[config.mk]
export PLATFORM = sky130hd
export DESIGN_NAME = alu_exec_ctrl
export DESIGN_NICKNAME = d
export VERILOG_FILES = /design/src/rtl/alu_pkg.sv /design/src/rtl/alu_op_decode.sv /design/src/rtl/alu_exec_ctrl.sv
export SDC_FILE = /design/constraint.sdc
export NUM_CORES = 1
export LEC_CHECK = 0
export CAP_MARGIN = 10
export CORE_UTILIZATION = 43
export DETAILED_ROUTE_END_ITERATION = 7
export PLACE_DENSITY_LB_ADDON = 0.2
export SETUP_SLACK_MARGIN = 0.5
export SLEW_MARGIN = 20
export SYNTH_ARGS = -nofsm -noshare
export SYNTH_HDL_FRONTEND = slang
export SYNTH_SLANG_ARGS = --single-unit
[constraint.sdc]
create_clock -name clk -period 3.5 [get_ports clk]
set_input_delay 0.7 -clock clk [delete_from_list [all_inputs] [get_ports clk]]
set_output_delay 0.7 -clock clk [all_outputs]
set_load 0.03 [all_outputs]
[src/rtl/alu_pkg.sv]
// Shared opcode fields, flag indices, FSM encoding and per-class flag masks
// for the instruction sequencer in front of the register file and ALU.
package alu_pkg;

  localparam int DATA_W  = 16;
  localparam int RADDR_W = 4;
  localparam int OPC_W   = 8;
  localparam int FLAG_W  = 5;

  localparam int FLAG_C = 4;
  localparam int FLAG_L = 3;
  localparam int FLAG_F = 2;
  localparam int FLAG_Z = 1;
  localparam int FLAG_N = 0;

  // Major op field, instr[15:12]
  localparam logic [3:0] OP_REG   = 4'b0000;
  localparam logic [3:0] OP_ADDI  = 4'b0101;
  localparam logic [3:0] OP_ADDUI = 4'b0110;
  localparam logic [3:0] OP_ADDCI = 4'b0111;
  localparam logic [3:0] OP_SHIFT = 4'b1000;
  localparam logic [3:0] OP_SUBI  = 4'b1001;
  localparam logic [3:0] OP_CMPI  = 4'b1011;

  localparam logic [3:0] EXT_NOP  = 4'b0000;
  localparam logic [3:0] EXT_AND  = 4'b0001;
  localparam logic [3:0] EXT_OR   = 4'b0010;
  localparam logic [3:0] EXT_XOR  = 4'b0011;
  localparam logic [3:0] EXT_NOT  = 4'b0100;
  localparam logic [3:0] EXT_ADD  = 4'b0101;
  localparam logic [3:0] EXT_ADDU = 4'b0110;
  localparam logic [3:0] EXT_ADDC = 4'b0111;
  localparam logic [3:0] EXT_SUB  = 4'b1001;
  localparam logic [3:0] EXT_CMP  = 4'b1011;

  // Register-amount shifts under OP_SHIFT
  localparam logic [3:0] EXT_LSH  = 4'b0100;
  localparam logic [3:0] EXT_ASHU = 4'b0110;
  localparam logic [3:0] EXT_ROT  = 4'b1000;
  localparam logic [3:0] EXT_ROTC = 4'b1001;

  localparam logic [FLAG_W-1:0] MASK_ARITH = 5'b10111;
  localparam logic [FLAG_W-1:0] MASK_ADDU  = 5'b11110;
  localparam logic [FLAG_W-1:0] MASK_ADDC  = 5'b10100;
  localparam logic [FLAG_W-1:0] MASK_CMP   = 5'b01011;
  localparam logic [FLAG_W-1:0] MASK_LOGIC = 5'b00011;
  localparam logic [FLAG_W-1:0] MASK_NONE  = 5'b00000;

  typedef enum logic [1:0] {
    ST_IDLE  = 2'd0,
    ST_READ  = 2'd1,
    ST_EXEC  = 2'd2,
    ST_WRITE = 2'd3
  } state_t;

  typedef enum logic [1:0] {
    IMM_REG   = 2'd0,
    IMM_SEXT  = 2'd1,
    IMM_ZEXT  = 2'd2,
    IMM_SHIFT = 2'd3
  } imm_sel_t;

  typedef struct packed {
    imm_sel_t          imm_sel;
    logic              writes_back;
    logic [FLAG_W-1:0] flag_mask;
    logic              illegal;
  } dec_t;

  function automatic logic [DATA_W-1:0] sext8(input logic [7:0] v);
    return {{(DATA_W-8){v[7]}}, v};
  endfunction

  // Shift-immediate amount; the s bit turns a left shift into a right shift
  function automatic logic [DATA_W-1:0] shift_amount(input logic s, input logic [3:0] amt);
    logic [DATA_W-1:0] v;
    v = {{(DATA_W-4){1'b0}}, amt};
    return s ? (~v + {{(DATA_W-1){1'b0}}, 1'b1}) : v;
  endfunction

endpackage

[src/rtl/alu_op_decode.sv]
// Combinational instruction classifier: operand source, writeback enable,
// PSR flag mask and illegal-opcode detection.
module alu_op_decode
  import alu_pkg::*;
(
  input  logic [DATA_W-1:0] instr_i,
  output dec_t              dec_o
);

  logic [3:0] op;
  logic [3:0] ext;
  logic       unused_fields;

  assign op            = instr_i[15:12];
  assign ext           = instr_i[7:4];
  assign unused_fields = ^{instr_i[11:8], instr_i[3:0]};

  always_comb begin
    dec_o         = '0;
    dec_o.illegal = 1'b1;
    case (op)
      OP_REG: begin
        case (ext)
          EXT_NOP: dec_o.illegal = 1'b0;
          EXT_AND, EXT_OR, EXT_XOR, EXT_NOT: begin
            dec_o.illegal     = 1'b0;
            dec_o.writes_back = 1'b1;
            dec_o.flag_mask   = MASK_LOGIC;
          end
          EXT_ADD, EXT_SUB: begin
            dec_o.illegal     = 1'b0;
            dec_o.writes_back = 1'b1;
            dec_o.flag_mask   = MASK_ARITH;
          end
          EXT_ADDU: begin
            dec_o.illegal     = 1'b0;
            dec_o.writes_back = 1'b1;
            dec_o.flag_mask   = MASK_ADDU;
          end
          EXT_ADDC: begin
            dec_o.illegal     = 1'b0;
            dec_o.writes_back = 1'b1;
            dec_o.flag_mask   = MASK_ADDC;
          end
          EXT_CMP: begin
            dec_o.illegal   = 1'b0;
            dec_o.flag_mask = MASK_CMP;
          end
          default: ;
        endcase
      end
      OP_ADDI, OP_SUBI: begin
        dec_o.illegal     = 1'b0;
        dec_o.writes_back = 1'b1;
        dec_o.flag_mask   = MASK_ARITH;
        dec_o.imm_sel     = IMM_SEXT;
      end
      OP_ADDUI: begin
        dec_o.illegal     = 1'b0;
        dec_o.writes_back = 1'b1;
        dec_o.flag_mask   = MASK_ADDU;
        dec_o.imm_sel     = IMM_ZEXT;
      end
      OP_ADDCI: begin
        dec_o.illegal     = 1'b0;
        dec_o.writes_back = 1'b1;
        dec_o.flag_mask   = MASK_ADDC;
        dec_o.imm_sel     = IMM_ZEXT;
      end
      OP_CMPI: begin
        dec_o.illegal   = 1'b0;
        dec_o.flag_mask = MASK_CMP;
        dec_o.imm_sel   = IMM_SEXT;
      end
      OP_SHIFT: begin
        casez (ext)
          4'b000?, 4'b001?, 4'b101?: begin
            dec_o.illegal     = 1'b0;
            dec_o.writes_back = 1'b1;
            dec_o.flag_mask   = MASK_LOGIC;
            dec_o.imm_sel     = IMM_SHIFT;
          end
          EXT_LSH, EXT_ASHU, EXT_ROT, EXT_ROTC: begin
            dec_o.illegal     = 1'b0;
            dec_o.writes_back = 1'b1;
            dec_o.flag_mask   = MASK_LOGIC;
          end
          default: ;
        endcase
      end
      default: ;
    endcase
  end

endmodule

[src/rtl/alu_exec_ctrl.sv]
// Four-cycle instruction sequencer: register read, ALU execute, writeback
// and masked PSR update, one instruction in flight at a time.
module alu_exec_ctrl
  import alu_pkg::*;
#(
  parameter int BIT_WIDTH      = 16,
  parameter int REG_ADDR_WIDTH = 4,
  parameter int OPCODE_WIDTH   = 8,
  parameter int FLAG_WIDTH     = 5
) (
  input  logic                      clk,
  input  logic                      reset,
  input  logic                      instr_valid,
  output logic                      instr_ready,
  input  logic [BIT_WIDTH-1:0]      instr,
  output logic [REG_ADDR_WIDTH-1:0] rf_raddr_a,
  output logic [REG_ADDR_WIDTH-1:0] rf_raddr_b,
  input  logic [BIT_WIDTH-1:0]      rf_rdata_a,
  input  logic [BIT_WIDTH-1:0]      rf_rdata_b,
  output logic [OPCODE_WIDTH-1:0]   alu_opcode,
  output logic [BIT_WIDTH-1:0]      alu_rdest,
  output logic [BIT_WIDTH-1:0]      alu_rsrc_imm,
  input  logic [BIT_WIDTH-1:0]      alu_result,
  input  logic [FLAG_WIDTH-1:0]     alu_flags,
  output logic                      rf_we,
  output logic [REG_ADDR_WIDTH-1:0] rf_waddr,
  output logic [BIT_WIDTH-1:0]      rf_wdata,
  output logic [FLAG_WIDTH-1:0]     psr,
  output logic                      busy,
  output logic                      done,
  output logic                      illegal
);

  state_t                    state_q;
  logic [BIT_WIDTH-1:0]      ir_q;
  logic                      ready_q;
  logic                      busy_q;
  logic                      done_q;
  logic                      illegal_q;
  logic                      rf_we_q;
  logic [REG_ADDR_WIDTH-1:0] raddr_a_q;
  logic [REG_ADDR_WIDTH-1:0] raddr_b_q;
  logic [REG_ADDR_WIDTH-1:0] waddr_q;
  logic [BIT_WIDTH-1:0]      res_q;
  logic [FLAG_WIDTH-1:0]     flag_q;
  logic [FLAG_WIDTH-1:0]     mask_q;
  logic [FLAG_WIDTH-1:0]     psr_q;

  dec_t                      dec;
  logic                      in_exec;
  logic [BIT_WIDTH-1:0]      operand_b;

  alu_op_decode u_decode (
    .instr_i (ir_q),
    .dec_o   (dec)
  );

  always_comb begin
    operand_b = rf_rdata_b;
    case (dec.imm_sel)
      IMM_SEXT:  operand_b = sext8(ir_q[7:0]);
      IMM_ZEXT:  operand_b = {{(BIT_WIDTH-8){1'b0}}, ir_q[7:0]};
      IMM_SHIFT: operand_b = shift_amount(ir_q[4], ir_q[3:0]);
      default:   operand_b = rf_rdata_b;
    endcase
  end

  // ALU inputs are only meaningful in EXEC; they read as zero otherwise
  assign in_exec      = (state_q == ST_EXEC);
  assign alu_opcode   = in_exec ? {ir_q[15:12], ir_q[7:4]} : '0;
  assign alu_rdest    = in_exec ? rf_rdata_a : '0;
  assign alu_rsrc_imm = in_exec ? operand_b : '0;

  always_ff @(posedge clk) begin
    if (reset) begin
      state_q   <= ST_IDLE;
      ir_q      <= '0;
      ready_q   <= 1'b1;
      busy_q    <= 1'b0;
      done_q    <= 1'b0;
      illegal_q <= 1'b0;
      rf_we_q   <= 1'b0;
      raddr_a_q <= '0;
      raddr_b_q <= '0;
      waddr_q   <= '0;
      res_q     <= '0;
      flag_q    <= '0;
      mask_q    <= '0;
      psr_q     <= '0;
    end else begin
      done_q    <= 1'b0;
      illegal_q <= 1'b0;
      rf_we_q   <= 1'b0;
      case (state_q)
        ST_IDLE: begin
          if (instr_valid && ready_q) begin
            ir_q      <= instr;
            raddr_a_q <= instr[11:8];
            raddr_b_q <= instr[3:0];
            ready_q   <= 1'b0;
            busy_q    <= 1'b1;
            state_q   <= ST_READ;
          end
        end
        ST_READ: state_q <= ST_EXEC;
        ST_EXEC: begin
          res_q     <= alu_result;
          flag_q    <= alu_flags & dec.flag_mask;
          mask_q    <= dec.flag_mask;
          rf_we_q   <= dec.writes_back;
          waddr_q   <= ir_q[11:8];
          done_q    <= 1'b1;
          illegal_q <= dec.illegal;
          state_q   <= ST_WRITE;
        end
        ST_WRITE: begin
          psr_q   <= (psr_q & ~mask_q) | (flag_q & mask_q);
          ready_q <= 1'b1;
          busy_q  <= 1'b0;
          state_q <= ST_IDLE;
        end
        default: state_q <= ST_IDLE;
      endcase
    end
  end

  assign instr_ready = ready_q;
  assign busy        = busy_q;
  assign done        = done_q;
  assign illegal     = illegal_q;
  assign rf_raddr_a  = raddr_a_q;
  assign rf_raddr_b  = raddr_b_q;
  assign rf_we       = rf_we_q;
  assign rf_waddr    = waddr_q;
  assign rf_wdata    = res_q;
  assign psr         = psr_q;

endmodule
# Yosys cells after proc, flatten, opt, wreduce, memory -nomap -nowiden
# Cells that the tools add are included.
# totals
regBits	66
input_bits	72
out_inout_bits	78
word_cells	86
# classes
n_addsub	1
eq_ne	25
muxes	20
n_bitwise	7
n_reduce_logical	19
# op_table
operator	count
$mux 16	3
$pmux 16 s3	1
$pmux 6 s6	1
$eq 4x3->1 const B	7
$pmux 5 s5	1
$eq 4x4->1 const B	6
$add 16x1->16 const B	1
$not 4->16	1
$and 5x5->5	3
$reduce_or 10->1	1
$eq 2x2->1 const B	4
$eq 4x2->1 const B	2
$logic_not 4->1	2
$mux 8	1
$pmux 2 s4	1
$reduce_or 2->1	4
$reduce_or 4->1	2
$reduce_or 8->1	1
$mux 7	1
$reduce_or 7->1	1
$pmux 2 s3	1
$reduce_or 3->1	2
$mux 1	5
$not 5->5	1
15 further kinds	19

# Depth between registers and ports, before layout
# depth
ltp_word	7
mapped_depth	7
ltp_nobuf	6

# Modules after synthesis
# From an unflattened synthesis, not the netlist that was laid out.
# unflattened
hier_cells	385
hier_area_um2	3110.5
# by_module_without_submodules
mod	instances	cells_each	area_per_inst_um2	seq_area_each_um2
alu_exec_ctrl	1	325	2740.1	1161.1
alu_op_decode	1	60	370.4	0.0

# Worst setup path before layout
# No wires, ideal clock.
# synth_timing
path_kind	flip-flop to output port
start	register ir_q[13]
end	output alu_rsrc_imm[6]
arrival_ps	1790
required_ps	2800
path_slack_ps	1010
path_stages_with_launch	8
path_buffers	3
cell_sequence	dfxtp_1 > buf_2 > or2_1 > nand2_1 > o211ai_2 > buf_2 > buf_4 > a31oi_1
# synth_between
elab_chain_cells	6
elab_cells_between_ends	14
classes_between	9 x eq/ne; 3 x mux; 2 x reduce/logical
# synth_lines
item	line	rtl
from (decl)	alu_exec_ctrl.sv:35	logic [BIT_WIDTH-1:0] ir_q;
from (signal assigned)	alu_exec_ctrl.sv:97	ir_q <= instr;
$eq 4x3->1 / $eq 4x4->1 (equally long branches)	alu_op_decode.sv:21	case (op)
$reduce_or 3->1 (no source line) / $reduce_or 2->1 (equally long branches)	--	
$pmux 2 s3 *	alu_op_decode.sv:21	
$eq 2x2->1 / $eq 2x1->1 (equally long branches)	alu_exec_ctrl.sv:60	case (dec.imm_sel)
$pmux 16 s3 *	alu_exec_ctrl.sv:60	
$mux 16 *	alu_exec_ctrl.sv:72	assign alu_rsrc_imm = in_exec ? operand_b : '0;
to (decl)	alu_exec_ctrl.sv:22	output logic [BIT_WIDTH-1:0] alu_rsrc_imm,
# Every way passes the cells marked *; elsewhere a longest branch is shown, timed or not.

# Worst setup path in the final report
# layout_timing
start	register ir_q[14]
end	output alu_rsrc_imm[14]
# The elaborated chain is that of the path after synthesis.

==> flow_summary.json <==
{
  "tightestPinTransition_ps": 639,
  "hpwl_mm": 6.14,
  "overflow": 0,
  "synthMuxAreaShare_pct": 8.11,
  "layout.nets": 583,
  "vias_per_cell": 5.21,
  "core_mm2": 0.00649,
  "ir_drop_mv": 0.411,
  "async_flop_share_pct": 0,
  "cts_tree": "yes",
  "remaining_drc_errors": 10,
  "ant_nets": 0,
  "row_count": 29,
  "yosysWarningCount": 0,
  "finalHoldViolations": 0,
  "relSlewSlack_pct": 57.3,
  "syn_area_mm2": 0.00296,
  "die_area_mm2": 0.00722,
  "arrival_ps": 2190,
  "max_freq_mhz": 346,
  "drt-initial-drc-count": 216,
  "syn_inst": 365,
  "cp_max_fo": 14,
  "cp_slowest_cell": "dfxtp_4",
  "grt_pass1_wl_mm": 13.9,
  "fin_crit_ps": 2890,
  "tns_ps": 0,
  "end_kind": "output port",
  "start_util_pct": 45.6,
  "skew_ps": 8.38,
  "reg2reg_slack_ps": 1590,
  "syn-num-nets": 443,
  "ys_types": 51,
  "ios": 150,
  "drt-pass1-iter-count": 8,
  "grt_pass1_vias": 2854,
  "worstHoldPathType": "reg -> reg",
  "cpPeakStageDelay_ps": 410,
  "wirelength_mm": 8.61,
  "area_growth_pct": 57.8,
  "place_ws_ps": 367,
  "layout-drive-gt1-share_pct": 10.8,
  "dieWidth_um": 85.0,
  "violations": "design-rule violations",
  "power.leakage_nw": 1.78,
  "synth_edf_count": 0,
  "synth_top_family_by_area": "simple AND/OR/NAND/NOR gates",
  "n_antenna_cell": 0,
  "postSynthAreaPerCell_um2": 8.11,
  "cts_max_level": 3,
  "synth-simple-area-share_pct": 25.2,
  "die_h_um": 85.0,
  "required_ps": 2800,
  "vias": 3057,
  "numPortBuffers": 149,
  "power-per-cell-area_mw_per_mm2": 607,
  "mostFrequentLayoutCells": "clkdlybuf4s50_1, nand2_1, dfxtp_1, nor2_1, a21oi_1",
  "synth_compound_area_share_pct": 18.1,
  "worstSetupStartpointType": "register",
  "final_common_cell": "clkdlybuf4s50_1",
  "setup_violations": 0,
  "clkSinkCount": 57,
  "clockBufferDepth": 2,
  "place.gp.congestion": 0.908,
  "cp_cell_sequence": "nor3_4, nand4_1, or2_1, a21boi_2, o21a_1, clkdlybuf4s15_2",
  "cts_root_buf": "clkbuf_8",
  "maxCapViolations": 0,
  "ctsHoldBuffers": 0,
  "final_util_pct": 71.9,
  "outcome": "complete, but fails checks",
  "period_share_pct": 82.6,
  "cts_buffers": 9,
  "crit_type": "reg -> out",
  "path_clk_slew_ps": 70,
  "synthFlopType": "dfxtp_1",
  "avgRoutedWirePerCell_um": 14.7,
  "ys_seq_area_share_pct": 38.5,
  "grt_start_max_net_pins": 50,
  "grt_antenna_before_repair": 0,
  "drv_slew": 0,
  "synth_xor_xnor_area_share_pct": 0.296,
  "track_usage_pct": 24.3,
  "timing.final.ws_setup_ps": 609,
  "rsz0062_at_grt": "true",
  "synth_fa_ha_area_share_pct": 2.54,
  "clk_latency_ps": 330,
  "ys_ff_latch": 57
}
[Yosys cell counts (all sizes together) (3+ instances only)]
master  number  area, µm²
ha           6       75.1
nand2b       3       18.8
o211ai       4       35.0
nor2b        7       43.8
a21o         4       30.0
nand2       55        206
nor3b        3       22.5
buf         20        126
a211oi       4       35.0
dfxtp       57       1140
or2          4       25.0
a21boi       4       33.8
a21oi       31        159
clkbuf      13       48.8
mux2i       24        240
nand3       11       55.1
nor3         3       20.0
and2        25        156
nor2        34        128
inv         10       37.5
o21a         6       45.0
o21ai       12       60.1
[path summary, 6_finish.rpt]
check | from | endpoint | depth (start not counted)
min reg2reg | flag_q[2] | flag_q[2] | 2
max reg2reg | state_q[0] | flag_q[0] | 7
min | flag_q[2] | flag_q[2] | 2
max | ir_q[14] | alu_rsrc_imm[14] | 6
[final cells by class]
type / count / area [µm²]
Tap cell: 77 / 96.3
Clock buffer: 12 / 155
Fill cell: 514 / 1820
Clock inverter: 4 / 27.5
Timing Repair Buffer: 161 / 1550
Inverter: 10 / 37.5
Sequential cell: 57 / 1150
Multi-Input combinational cell: 266 / 1660
[through the flow]
stage	instances	hold slack, ps	cell area [µm²]	power (W)
floorplan	365	425	2960	0.00177
global placement	566	435	4440	0.00224
detailed placement	566	442	4440	0.00226
CTS	585	451	4680	0.00284
global route	587	489	4670	0.00301
finish	587	448	4670	0.00283
[metal layers]
layer | global-route usage (%) | part of all wire (%) | vias to the layer above
li1 | - | - | 1516
met1 | 28.2 | 41 | 1394
met2 | 41.7 | 49 | 130
met3 | 8.46 | 7.9 | 17
met4 | 8.47 | 1.9 | 0
met5 | 0 | 0 | -
[state kept, by name, summed over array words and instances, names as in the netlist, 2 cells and up, named ones only]
register,count
rf_wdata,16
flag_q,5
mask_q,4
state_q,2
rf_waddr,4
ir_q,16
[repair_timing]
action | CTS | global route
pin swaps | 2 | 3
gates cloned | 1 | 0
gates resized for setup | 33 | 21
setup endpoints to repair | 20 | 20
setup buffers | 2 | 2
[logic make-up (layout without fill, tap and decap cells)]
logic type | count (synthesis) | count (layout)
xor gates and xnor gates | 1 | 1
buffers and inverters | 43 | 187
DFF | 57 | 57
and+or+nand+nor | 154 | 154
muxes | 24 | 24
AOI/OAI and AO/OA | 80 | 81
adders and majority gates | 6 | 6
[worst max-delay path, delay by kind of cell (launching register included)]
| family | cells | cell delay, ps |
|---|---|---|
| and+or+nand+nor | 3 | 790 |
| DFF | 1 | 410 |
| AOI/OAI and AO/OA | 2 | 380 |
| buffers and inverters | 1 | 290 |
[power breakdown]
group	internal, W	switching (W)	total, W
combinational	0.000598	0.000808	0.00141
sequential	0.000759	0.000110	0.000869
clock	0.000294	0.000264	0.000558
Note: power is estimated with default switching activity, not from simulation.
